<file path="src/rtl/pulse_1s_gen.sv">
// One-second strobe generator: divides clk by DIV, keeps a 0..59 seconds count and flags minute wraps.
// Build macro PULSE_1S_FAST_SIM_EN selects DIV = SIM_DIV instead of CLK_FREQ_HZ.
module pulse_1s_gen #(
    parameter int CLK_FREQ_HZ = 50_000_000,
    parameter int SIM_DIV     = 10,
    parameter int PULSE_WIDTH = 1
) (
    input  logic       clk,
    input  logic       rst_p,
    output logic       pulse,
    output logic [5:0] sec_cnt,
    output logic       min_tick
);

`ifdef PULSE_1S_FAST_SIM_EN
    localparam int DIV = SIM_DIV;
`else
    localparam int DIV = CLK_FREQ_HZ;
`endif

    localparam int CW = (DIV > 2) ? $clog2(DIV) : 1;
    localparam logic [CW-1:0] DIV_LAST = CW'(DIV - 1);
    // PULSE_WIDTH < DIV, so the width counter fits in the divider width
    localparam logic [CW-1:0] PW_LOAD  = CW'(PULSE_WIDTH - 1);

    generate
        if (DIV < 2 || PULSE_WIDTH < 1 || PULSE_WIDTH > DIV - 1) begin : g_bad_cfg
            $error("pulse_1s_gen: illegal configuration DIV=%0d PULSE_WIDTH=%0d", DIV, PULSE_WIDTH);
        end
    endgenerate

    logic [CW-1:0] div_cnt_reg, div_cnt_next;
    logic [CW-1:0] pw_cnt_reg,  pw_cnt_next;
    logic          pulse_reg,   pulse_next;
    logic [5:0]    sec_cnt_reg, sec_cnt_next;
    logic          min_tick_reg, min_tick_next;
    logic          terminal;

    always_comb begin
        terminal      = (div_cnt_reg == DIV_LAST);
        div_cnt_next  = div_cnt_reg + 1'b1;
        pw_cnt_next   = pw_cnt_reg;
        pulse_next    = 1'b0;
        sec_cnt_next  = sec_cnt_reg;
        min_tick_next = 1'b0;
        if (terminal) begin
            div_cnt_next  = '0;
            pulse_next    = 1'b1;
            pw_cnt_next   = PW_LOAD;
            sec_cnt_next  = (sec_cnt_reg == 6'd59) ? 6'd0 : sec_cnt_reg + 6'd1;
            min_tick_next = (sec_cnt_reg == 6'd59);
        end else if (pw_cnt_reg != '0) begin
            // remaining high cycles of a multi-cycle strobe
            pw_cnt_next = pw_cnt_reg - 1'b1;
            pulse_next  = 1'b1;
        end
    end

    always_ff @(posedge clk) begin
        if (rst_p) begin
            div_cnt_reg  <= '0;
            pw_cnt_reg   <= '0;
            pulse_reg    <= 1'b0;
            sec_cnt_reg  <= 6'd0;
            min_tick_reg <= 1'b0;
        end else begin
            div_cnt_reg  <= div_cnt_next;
            pw_cnt_reg   <= pw_cnt_next;
            pulse_reg    <= pulse_next;
            sec_cnt_reg  <= sec_cnt_next;
            min_tick_reg <= min_tick_next;
        end
    end

    assign pulse    = pulse_reg;
    assign sec_cnt  = sec_cnt_reg;
    assign min_tick = min_tick_reg;

endmodule

</file>
<file path="config.mk">
export PLATFORM = sky130hd
export DESIGN_NAME = pulse_1s_gen
export DESIGN_NICKNAME = d
export VERILOG_FILES = /design/src/rtl/pulse_1s_gen.sv
export SDC_FILE = /design/constraint.sdc
export NUM_CORES = 1
export LEC_CHECK = 0
export ABC_AREA = 1
export ABC_CLOCK_PERIOD_IN_PS = 3350
export CAP_MARGIN = 15
export CORE_MARGIN = 2
export CORE_UTILIZATION = 65
export CTS_CLUSTER_DIAMETER = 150
export DETAILED_ROUTE_END_ITERATION = 7
export GPL_TIMING_DRIVEN = 1
export PLACE_DENSITY = 0.88
export SLEW_MARGIN = 15
export SYNTH_ARGS = -nofsm -noshare
export SYNTH_HDL_FRONTEND = slang
export SYNTH_SLANG_ARGS = --single-unit
</file>
<file path="constraint.sdc">
create_clock -name clk -period 3.35 [get_ports clk]
set_input_delay 0.67 -clock clk [delete_from_list [all_inputs] [get_ports clk]]
set_output_delay 0.67 -clock clk [all_outputs]
set_load 0.01 [all_outputs]
</file>
=== After elaboration in Yosys (flattened, before gate mapping) ===
Cells that the tools add are included.

* Flip-flop bits (word level): 60
* Input bits: 2
* Output and inout port bits: 8

* Add/subtract/negate cells: 3
* Equal/unequal tests: 2
* Multiplexer cells: 3
* Bitwise logic cells: 1
* Reductions and logical operators: 3

{| class="wikitable"
|+ Operator list
! operator !! number
|-
| 26-bit by 1-bit adder with 26-bit output, second input constant || 1
|-
| 26-bit == test, second input constant || 1
|-
| 26-bit nonzero test || 1
|-
| 26-bit by 1-bit subtractor with 26-bit output, second input constant || 1
|-
| 6-bit by 1-bit adder with 6-bit output, second input constant || 1
|-
| 6-bit == test, second input constant || 1
|-
| 6-bit two-way mux || 1
|-
| 2-bit OR reduction || 2
|-
| 1-bit two-way mux || 2
|-
| 1-bit inverter || 1
|}

=== Depth between registers and ports, before layout ===
* Depth in word-level cells: 3
* Gate-level depth with buffers: 11

=== Least setup slack after synthesis ===
No wires, ideal clock.

* Path type: register -> register
* Start point: register div_cnt_reg[0]
* End point: register pw_cnt_reg[17]
* Library setup time: 112 ps
* Arrival: 1,454 ps
* Required time: 3,238 ps
* Path slack: 1,784 ps
* Cell stages (with the launch flop): 11
* Path buffers: 2
* Cells stage by stage: dfxtp_1 -> ha_1 -> nand3_2 -> inv_2 -> nand2_1 -> nor2_4 -> nand2_4 -> nand2_2 -> buf_6 -> buf_6 -> nor2_1

* Longest elaborated chain between the ends: 2

{| class="wikitable"
|+ Ends and longest elaborated chain
! element !! line !! source
|-
| from (decl) || 32 || <nowiki>logic [CW-1:0] div_cnt_reg, div_cnt_next;</nowiki>
|-
| from (signal assigned) || 67 || <nowiki>div_cnt_reg <= div_cnt_next;</nowiki>
|-
| 26-bit == test || 40 || <nowiki>terminal = (div_cnt_reg == DIV_LAST);</nowiki>
|-
| 2-bit OR reduction (no source line) || - ||
|-
| to (signal assigned) || 68 || <nowiki>pw_cnt_reg <= pw_cnt_next;</nowiki>
|-
| to (decl) || 33 || <nowiki>logic [CW-1:0] pw_cnt_reg, pw_cnt_next;</nowiki>
|}

Every way passes these cells.
A chain may end at the register's enable or synchronous reset.

=== Worst setup path in the final report ===
* Start point: register div_cnt_reg[0]
* End point: register pw_cnt_reg[8]

Same word-level chain as after synthesis.

==> metrics.txt <==
# TYPE chip_impl_metric gauge
chip_impl_metric{name="cp_num_buf_inv",unit=""} 2
chip_impl_metric{name="syn_to_final_growth",unit="%"} 9.764
chip_impl_metric{name="globalplace.congestion",unit=""} 0.9273
chip_impl_metric{name="syn_area_per_cell",unit="sq um"} 6.357
chip_impl_metric{name="max-cap-violations",unit=""} 0
chip_impl_metric{name="input_output_buffers",unit=""} 9
chip_impl_metric{name="antenna_found_initial",unit=""} 0
chip_impl_metric{name="part_of_the_yosys_area_used_for_sequential_elements",unit="%"} 37.05
chip_impl_metric{name="clkSinkCount",unit=""} 60
chip_impl_metric{name="routedWlPerCell",unit="um"} 12.29
chip_impl_metric{name="start_util",unit="%"} 68.18
chip_impl_info{name="rsz0062_at_grt",value="no"} 1
chip_impl_info{name="clock-root-buffer",value="sky130_fd_sc_hd__clkbuf_8"} 1
chip_impl_metric{name="antenna_cells_inserted",unit=""} 0
chip_impl_metric{name="row_count",unit=""} 25
chip_impl_info{name="status",value="finished, final reports clean"} 1
chip_impl_metric{name="setup_violations",unit=""} 0
chip_impl_metric{name="cts.reportedPaths.clkPinSlew",unit="ns"} 0.06
chip_impl_metric{name="power.density_cell_area",unit="nW/um^2"} 390.5
chip_impl_metric{name="worstHoldPathCells",unit=""} 1
chip_impl_metric{name="max_stage_delay",unit="ns"} 0.57
chip_impl_info{name="startpoint_types",value="register"} 1
chip_impl_metric{name="final.period_utilization",unit="%"} 68.36
chip_impl_metric{name="critPathMaxFanout",unit=""} 40
chip_impl_metric{name="drive_gt1_share",unit="%"} 4.753
chip_impl_info{name="hp-class",value="register to register"} 1
chip_impl_metric{name="placed_area",unit="sq um"} 3368
chip_impl_metric{name="ys_ff_latch",unit=""} 60
chip_impl_metric{name="stdcell_area",unit="sq um"} 3558
chip_impl_metric{name="critPathArrivalTime",unit="ns"} 2.53
chip_impl_info{name="dominantRegCellSynth",value="sky130_fd_sc_hd__dfxtp_1"} 1
chip_impl_metric{name="die_height",unit="um"} 74.62
chip_impl_metric{name="finalWirelength",unit="mm"} 7.287
chip_impl_metric{name="post_cts.repair.setup_buffers",unit=""} 0
chip_impl_info{name="setup.worst_path.end_class",value="register"} 1
chip_impl_info{name="largest_delay_share_family_worst_path",value="simple AND/OR/NAND/NOR gates"} 1
chip_impl_metric{name="dpl.hpwl",unit="mm"} 5.247
chip_impl_info{name="layout.cells.most_common_list",value="151 x sky130_fd_sc_hd__nand2_1, 135 x sky130_fd_sc_hd__nor2_1, 60 x sky130_fd_sc_hd__dfxtp_1"} 1
chip_impl_metric{name="global_route_wire_length_before_repair",unit="mm"} 12.35
chip_impl_metric{name="timing.critical_path.depth",unit=""} 9
chip_impl_metric{name="cts.htree.levels",unit=""} 3
chip_impl_metric{name="cts-hold-fix-buffers",unit=""} 0
chip_impl_metric{name="post-route-drc-count",unit=""} 0
chip_impl_info{name="final_common_cell",value="sky130_fd_sc_hd__nand2_1"} 1
chip_impl_metric{name="critical_path_required",unit="ns"} 3.59
chip_impl_metric{name="firstDrtPassIters",unit=""} 5
chip_impl_metric{name="core",unit="sq um"} 4755
chip_impl_metric{name="cts_inserted_buffers",unit=""} 9
chip_impl_metric{name="cts.path.max_buffers",unit=""} 2
chip_impl_metric{name="fin_worst_skew",unit="ns"} 0.008043
chip_impl_metric{name="layout_min_cycle_time",unit="ns"} 2.290
chip_impl_metric{name="reg2regPathDepth",unit=""} 9
chip_impl_metric{name="ctsResizeCount",unit=""} 0
chip_impl_metric{name="globalRouteTotalUtil",unit="%"} 28.98
chip_impl_metric{name="total_leakage_power",unit="nW"} 1.472
chip_impl_metric{name="drt.antenna.violating_nets",unit=""} 0
chip_impl_info{name="tritoncts_clock_tree",value="built"} 1
chip_impl_metric{name="finalHoldViolCount",unit=""} 0
chip_impl_metric{name="num_vias",unit=""} 3175
chip_impl_metric{name="gr-total-overflow",unit=""} 0
chip_impl_metric{name="irDropWorstVdd",unit="V"} 0.0003033
chip_impl_metric{name="setup_total_negative_slack",unit="ns"} 0
chip_impl_metric{name="netlist_instances",unit=""} 510
chip_impl_metric{name="first_global_vias",unit=""} 2873
chip_impl_metric{name="syn-cell-area",unit="sq um"} 3242
chip_impl_metric{name="max_freq",unit="GHz"} 0.4366
chip_impl_info{name="path_class",value="register to register"} 1
chip_impl_metric{name="netlist_cell_types",unit=""} 27
chip_impl_metric{name="finish.net_count",unit=""} 529
chip_impl_info{name="timing.critical_path.slowest_stage_cell",value="sky130_fd_sc_hd__nand2_2"} 1
chip_impl_metric{name="syn_nets",unit=""} 516
chip_impl_metric{name="clk_latency",unit="ns"} 0.35
chip_impl_metric{name="timing_max_transition_violations_final",unit=""} 0
chip_impl_metric{name="max_slew.worst_pin.slew",unit="ns"} 0.9089
chip_impl_metric{name="synth_warnings",unit=""} 0
chip_impl_metric{name="post_drt_via_cell_ratio",unit=""} 5.354
chip_impl_info{name="timing.critical_path.cells",value="ha_1, nand3_2, inv_2, nand2_1, nor2_4, nand2_4, nand2_2, buf_4, nor2_1"} 1
chip_impl_metric{name="grt_max_degree",unit=""} 41
chip_impl_metric{name="synth_edf_count",unit=""} 0
chip_impl_metric{name="ios",unit=""} 10
chip_impl_metric{name="relSlewSlack",unit="%"} 39.23
chip_impl_metric{name="synth_async_sr_flop_share",unit="%"} 0
chip_impl_metric{name="die_area",unit="sq um"} 5568
chip_impl_metric{name="fp.dieW",unit="um"} 74.62
chip_impl_metric{name="detailedRoute.firstIterationViolations",unit=""} 303
## final timing paths
path,to,slack (ns),from
setup reg to reg,pw_cnt_reg[8],1.06,div_cnt_reg[0]
hold reg to reg,div_cnt_reg[0],0.46,div_cnt_reg[0]
setup / recovery,pw_cnt_reg[8],1.06,div_cnt_reg[0]
hold / removal,div_cnt_reg[0],0.46,div_cnt_reg[0]
## synth_stat cells (2+ instances only)
library cell / n / share of area, %
sky130_fd_sc_hd__a21oi_1: 21 / 3.2
sky130_fd_sc_hd__buf_2: 2 / 0.31
sky130_fd_sc_hd__buf_6: 3 / 1.0
sky130_fd_sc_hd__clkbuf_1: 2 / 0.23
sky130_fd_sc_hd__dfxtp_1: 60 / 37
sky130_fd_sc_hd__ha_1: 4 / 1.5
sky130_fd_sc_hd__inv_1: 41 / 4.7
sky130_fd_sc_hd__inv_2: 2 / 0.23
sky130_fd_sc_hd__nand2_1: 151 / 17
sky130_fd_sc_hd__nand3_1: 29 / 4.5
sky130_fd_sc_hd__nand3b_1: 5 / 1.2
sky130_fd_sc_hd__nand4_1: 14 / 2.7
sky130_fd_sc_hd__nor2_1: 135 / 16
sky130_fd_sc_hd__nor2_4: 2 / 0.69
sky130_fd_sc_hd__nor3_1: 2 / 0.31
sky130_fd_sc_hd__o21ai_0: 2 / 0.31
sky130_fd_sc_hd__o21bai_1: 2 / 0.46
sky130_fd_sc_hd__or2_2: 3 / 0.58
sky130_fd_sc_hd__xnor2_1: 12 / 3.2
sky130_fd_sc_hd__xor2_1: 11 / 3.0
## metrics by stage
step                hold WS (ns)  total power, mW  worst slack, ns  utilization [%]  instances
finish                    0.4612            1.389            1.060            74.84        593
global route              0.5071            1.422           0.8210            74.84        593
CTS                       0.4693            1.389            1.035            74.84        593
detailed placement        0.4561           0.7551           0.8434            70.84        579
global placement          0.4433           0.7540           0.8954            70.84        579
floorplan                 0.4296           0.7534            1.784                -        510
## kinds of logic after synthesis
family                   count (synthesis)  share of synthesized area [%]
flip-flops                              60                          37.05
adder cells (fa/ha/maj)                  4                          1.544
AO/OA/AOI/OAI                           25                          4.014
AND/OR/NAND/NOR                        347                          44.50
buffers and inverters                   51                          6.677
XOR/XNOR                                23                          6.214
## report_power, final
group	total, mW	switching [mW]	internal (mW)
logic	0.0197	0.0145	0.00522
registers	0.719	0.00287	0.716
clock network	0.650	0.276	0.375
## per-layer routing
metal | GRT usage (%) | up-vias | wire length [um]
met4 | 12.30 | 0 | 163
met1 | 36.84 | 1434 | 3256
met3 | 6.693 | 19 | 440
met5 | 0 | - | 0
met2 | 47.49 | 107 | 3425
li1 | - | 1615 | -
## cell type report
type | count | area, sq um
clock buffers | 12 | 155.1
clock inverters | 2 | 35.03
fillers | 408 | 1196
inverters | 43 | 161.4
multi-input cells | 399 | 1824
flip-flops and latches | 60 | 1201
well taps | 67 | 83.83
repair buffers | 10 | 97.59
No activity file was read; power rests on OpenSTA's default activity.
==> edit 1 (same flow settings) <==
Change the parameter `CLK_FREQ_HZ` from 50_000_000 to 100_000_000.
--- a/src/rtl/pulse_1s_gen.sv
+++ b/src/rtl/pulse_1s_gen.sv
@@ -3,3 +3,3 @@
 module pulse_1s_gen #(
-    parameter int CLK_FREQ_HZ = 50_000_000,
+    parameter int CLK_FREQ_HZ = 100_000_000,
     parameter int SIM_DIV     = 10,
Check against the original RTL: same outputs for any inputs over 10 cycles, from zero or initial values and one cycle with rst_p high; that may be too few to reach the edited logic, so the function may still have changed.
==> edit 1 against the unedited design <==
Sequential cell count up 2. Highest routed layer unchanged. Worst setup slack better by 0.19 ns. Final area rose by 9.7%. Synthesized area is 11% higher. Die area increased by 11%. Clock skew up 0.0021 ns. Wire length rose by 9.0%. Total power is 11% higher.
==> edit 1: results (changes against the unedited design) <==
Run status
  • Status: completed

Drt
  • Total number of vias: 3321 (+4.6%)
  • Met3 wire len: 503 um (+14%)
  • Total wire length: 7.94 mm (+9.0%)
  • Routed wl met2: 3.72 mm (+8.6%)
  • Initial DRC count: 279 (-7.9%)
  • Post-DR vias/cell: 5.42 (+1.2%)
  • Met1 Routed Length: 3.56 mm (+9.4%)

GRT
  • Met2 Use GR: 43.5% (-4.0 points)
  • Largest net degree at the start of global routing: 53 (+29%)
  • GR Util met1: 34.3% (-2.5 points)
  • Met3 usage: 5.29% (-1.4 points)
  • First-pass GRT wire length: 13.3 mm (+7.3%)
  • Vias in the first global route: 3048 (+6.1%)
  • Total track usage: 27.0% (-2.0 points)

Setup path
  • Max stage delay on crit path: 0.59 ns (+0.02 ns)
  • Critical Path AT: 1.43 ns (-1.10 ns)
  • CP max FO: 8 (-80%)
  • Cell family with most CP delay: buffers and inverters
  • Max stage delay cell, worst path: clkdlybuf4s50_1

Synthesis
  • Leading cell types by count after synthesis: 160 x nand2_1, 90 x nor2_1, 62 x dfxtp_1
  • Mapped Cells: 524 (+2.7%)
  • YS warnings: 0 (unchanged)
  • Mapped Nets: 529 (+2.5%)
  • Post-synthesis sequential area ratio: 34.3% (-2.7 points)
  • Number of synthesized register bits: 62 (+3.3%)
  • Post-synthesis cell type count: 32 (+19%)
  • Area contributors post-synth: dfxtp_1 34%, nand2_1 17%, nor2_1 9.3%

Finish
  • Non-CTS buffers: 9 (-1)
  • Logic inverters: 45 (+4.7%)
  • Multi-input combinational area share: 53.3% (+2.1 points)
  • Reg area: 1240 sq um (+3.3%)
  • Layout fillers: 443 (+8.6%)
  • Nets: 541 (+2.3%)
  • Layout non-clock buf frac: 2.31% (-0.44 points)
  • Multi-input gates: 409 (+2.5%)
  • Clock buffers: 11 (-1)
  • Clock-cell share: 5.96% (+0.62 points)
  • Fin util: 71.8% (-3.0 points)

Place
  • Dpl hpwl: 5.54 mm (+5.7%)
  • Final GP Congestion: 0.885 (-4.6%)
  • Port Buffer Count: 9 (unchanged)
  • Placed Area: 3670 sq um (+9.0%)
  • Placed Cells: 597 (+3.1%)
  • Pre-CTS setup slack: 1.20 ns (+0.359 ns)

Power
  • Maximum vdd drop: 0.238 mV (-21%)
  • Logic gate share of total power: 1.8% (+0.4 points)
  • Switch share: 21.7% (+0.63 points)
  • Seq group: 0.743 mW (+3.3%)
  • Internal power: 1.20 mW (+9.9%)

STA
  • Layout Skew: 0.0102 ns (+0.00214 ns)
  • Slew HR: 68.0% (+29 points)
## edit 1: cell count changes after synthesis, moves of 6 or more
| cell | before | now |
|---|---|---|
| a21oi_1 | 21 | 9 |
| nor2_1 | 135 | 90 |
| nand2_1 | 151 | 160 |
| a21oi_2 | 0 | 19 |
| nor3_1 | 2 | 8 |
| nor2_2 | 1 | 27 |
## edit 1: final timing paths
kind	startpoint	end	slack, ns	depth (start not counted)
max reg2reg	div_cnt_reg[0]	pw_cnt_reg[17]	1.37	8
min	pw_cnt_reg[0]	pw_cnt_reg[0]	0.47	2
max	sec_cnt[0]	sec_cnt[0]	1.25	1
min reg2reg	pw_cnt_reg[0]	pw_cnt_reg[0]	0.47	2
## edit 1: logic make-up after synthesis
logic type               after synthesis  synth area share (%)
AND/OR/NAND/NOR                      351                  44.9
AO/OA/AOI/OAI                         35                  6.86
flip-flops                            62                  34.3
buffers and inverters                 53                  8.03
adder cells (fa/ha/maj)                3                  1.04
XOR/XNOR                              20                  4.85
==> edit 2 (same settings) <==
Without the edit above. Register the output `sec_cnt` once more, cleared by the reset; this adds one clock of latency there. The other outputs are not delayed to match.
--- a/src/rtl/pulse_1s_gen.sv
+++ b/src/rtl/pulse_1s_gen.sv
@@ -75,3 +75,9 @@
     assign pulse    = pulse_reg;
-    assign sec_cnt  = sec_cnt_reg;
+    always_ff @(posedge clk) begin
+        if (rst_p) begin
+            sec_cnt <= '0;
+        end else begin
+            sec_cnt <= sec_cnt_reg;
+        end
+    end
     assign min_tick = min_tick_reg;
Function: no difference found for any inputs over 10 cycles, from zero or initial values and one cycle with rst_p high; that may be too few to reach the edited logic, so the function may still have changed.
==> edit 2 against the unedited design <==
Synthesized area is 6.3% higher. Total power is 7.5% higher. Wire length is 7.4% higher. Worst setup slack better by 0.19 ns. Sequential cell count is 6 higher. Sequential power is 9.9% higher. Final area is 6.6% higher. Critical endpoint is now div_cnt_reg[14]. Largest power group unchanged.
==> edit 2: results (changes against the unedited design) <==
Synthesis
  • Post-synthesis cell type count: 24 (-11%)
  • Post-synthesis sequential area ratio: 38.3% (+1.3 points)
  • Area contributors post-synth: dfxtp_1 38%, nand2_1 17%, nor2_1 15%
  • Mapped Cells: 538 (+5.5%)
  • Leading cell types by count after synthesis: 157 x nand2_1, 140 x nor2_1, 66 x dfxtp_1

Place
  • Pre-CTS setup slack: 0.903 ns (+0.0601 ns)
  • Final GP Congestion: 0.959 (+3.4%)

Drt
  • Met3 wire len: 444 um (+0.91%)
  • Initial DRC count: 216 (-29%)
  • Met1 Routed Length: 3.28 mm (+0.68%)
  • Total wire length: 7.83 mm (+7.4%)
  • First-pass DRT Iterations: 6 (+1)
  • Routed wl met2: 3.92 mm (+14%)

Finish
  • Nets: 557 (+5.3%)
  • Layout cells sized above 1: 6.12% (+1.4 points)
  • Layout fillers: 403 (-1.2%)
  • Post-route insts no fill: 626 (+5.6%)

Setup path
  • Critical Path AT: 2.34 ns (-0.19 ns)
  • Max stage delay on crit path: 0.38 ns (-0.19 ns)
  • Max stage delay cell, worst path: dfxtp_1
  • CP max FO: 27 (-33%)

GRT
  • Largest net degree at the start of global routing: 28 (-32%)
  • Vias in the first global route: 3062 (+6.6%)

Run status
  • Status: completed

Power
  • Static leakage power: 1.53 nW (+3.6%)

Clocking
  • Worst-path clk slew: 0.08 ns (+0.02 ns)
==> edit 2: cell count changes after synthesis, moves of 2 or more <==
cell	before	now
a21oi_1	21	17
dfxtp_1	60	66
inv_2	2	4
nand2_1	151	157
nand2_2	1	3
nand3b_1	5	7
nand4_1	14	12
nor2_1	135	140
nor2_2	1	5
nor3_1	2	8
o21ai_0	2	6
==> edit 2: cell type report <==
type	instances	area share (%)
clock inverters	6	1.75
well taps	70	2.31
inverters	46	4.55
clock buffers	10	3.63
flip-flops and latches	66	34.8
multi-input cells	418	50.0
repair buffers	10	2.90
==> edit 2: final timing paths <==
| kind | slack, ns | depth (start not counted) | to |
|---|---|---|---|
| min reg2reg | 0.48 | 1 | div_cnt_reg[0] |
| max | 1.25 | 11 | div_cnt_reg[14] |
| min | 0.48 | 1 | div_cnt_reg[0] |
| max reg2reg | 1.25 | 11 | div_cnt_reg[14] |
==> edit 2: metal layers <==
| layer | track usage (%) | vias up |
|---|---|---|
| li1 | - | 1712 |
| met1 | 32.7 | 1486 |
| met2 | 49.2 | 109 |
| met3 | 5.06 | 22 |
| met4 | 14.0 | 0 |
| met5 | 0 | - |
==> edit 2: worst register-to-register path, delay by kind of cell (launching register included) <==
family	cells	cell delay [ns]
adder cells (fa/ha/maj)	1	0.22
buffers and inverters	3	0.42
flip-flops	1	0.38
AND/OR/NAND/NOR	7	0.97
==> edit 2: logic make-up after synthesis <==
| kind of cell | count (synthesis) | synth area share, % |
|---|---|---|
| buffers and inverters | 54 | 6.61 |
| DFF | 66 | 38.3 |
| xor gates and xnor gates | 21 | 5.34 |
| AOI/OAI and AO/OA | 26 | 3.92 |
| adders and majority gates | 4 | 1.45 |
| and+or+nand+nor | 367 | 44.3 |
==> edit 2: metrics by stage <==
step	cell area (sq um)	util, %	hold WS, ns
after detailed placement	3590	70.3	0.466
after global placement	3590	70.3	0.444
after global routing	3790	74.3	0.488
final	3790	74.3	0.478
after floorplan	3450	-	0.430
after CTS	3790	74.3	0.476
==> edit 2: report_power, final <==
part | total (mW) | switching, mW | internal, mW
Clock | 0.681 | 0.318 | 0.363
Combinational | 0.0224 | 0.0156 | 0.00681
Sequential | 0.790 | 0.00303 | 0.787
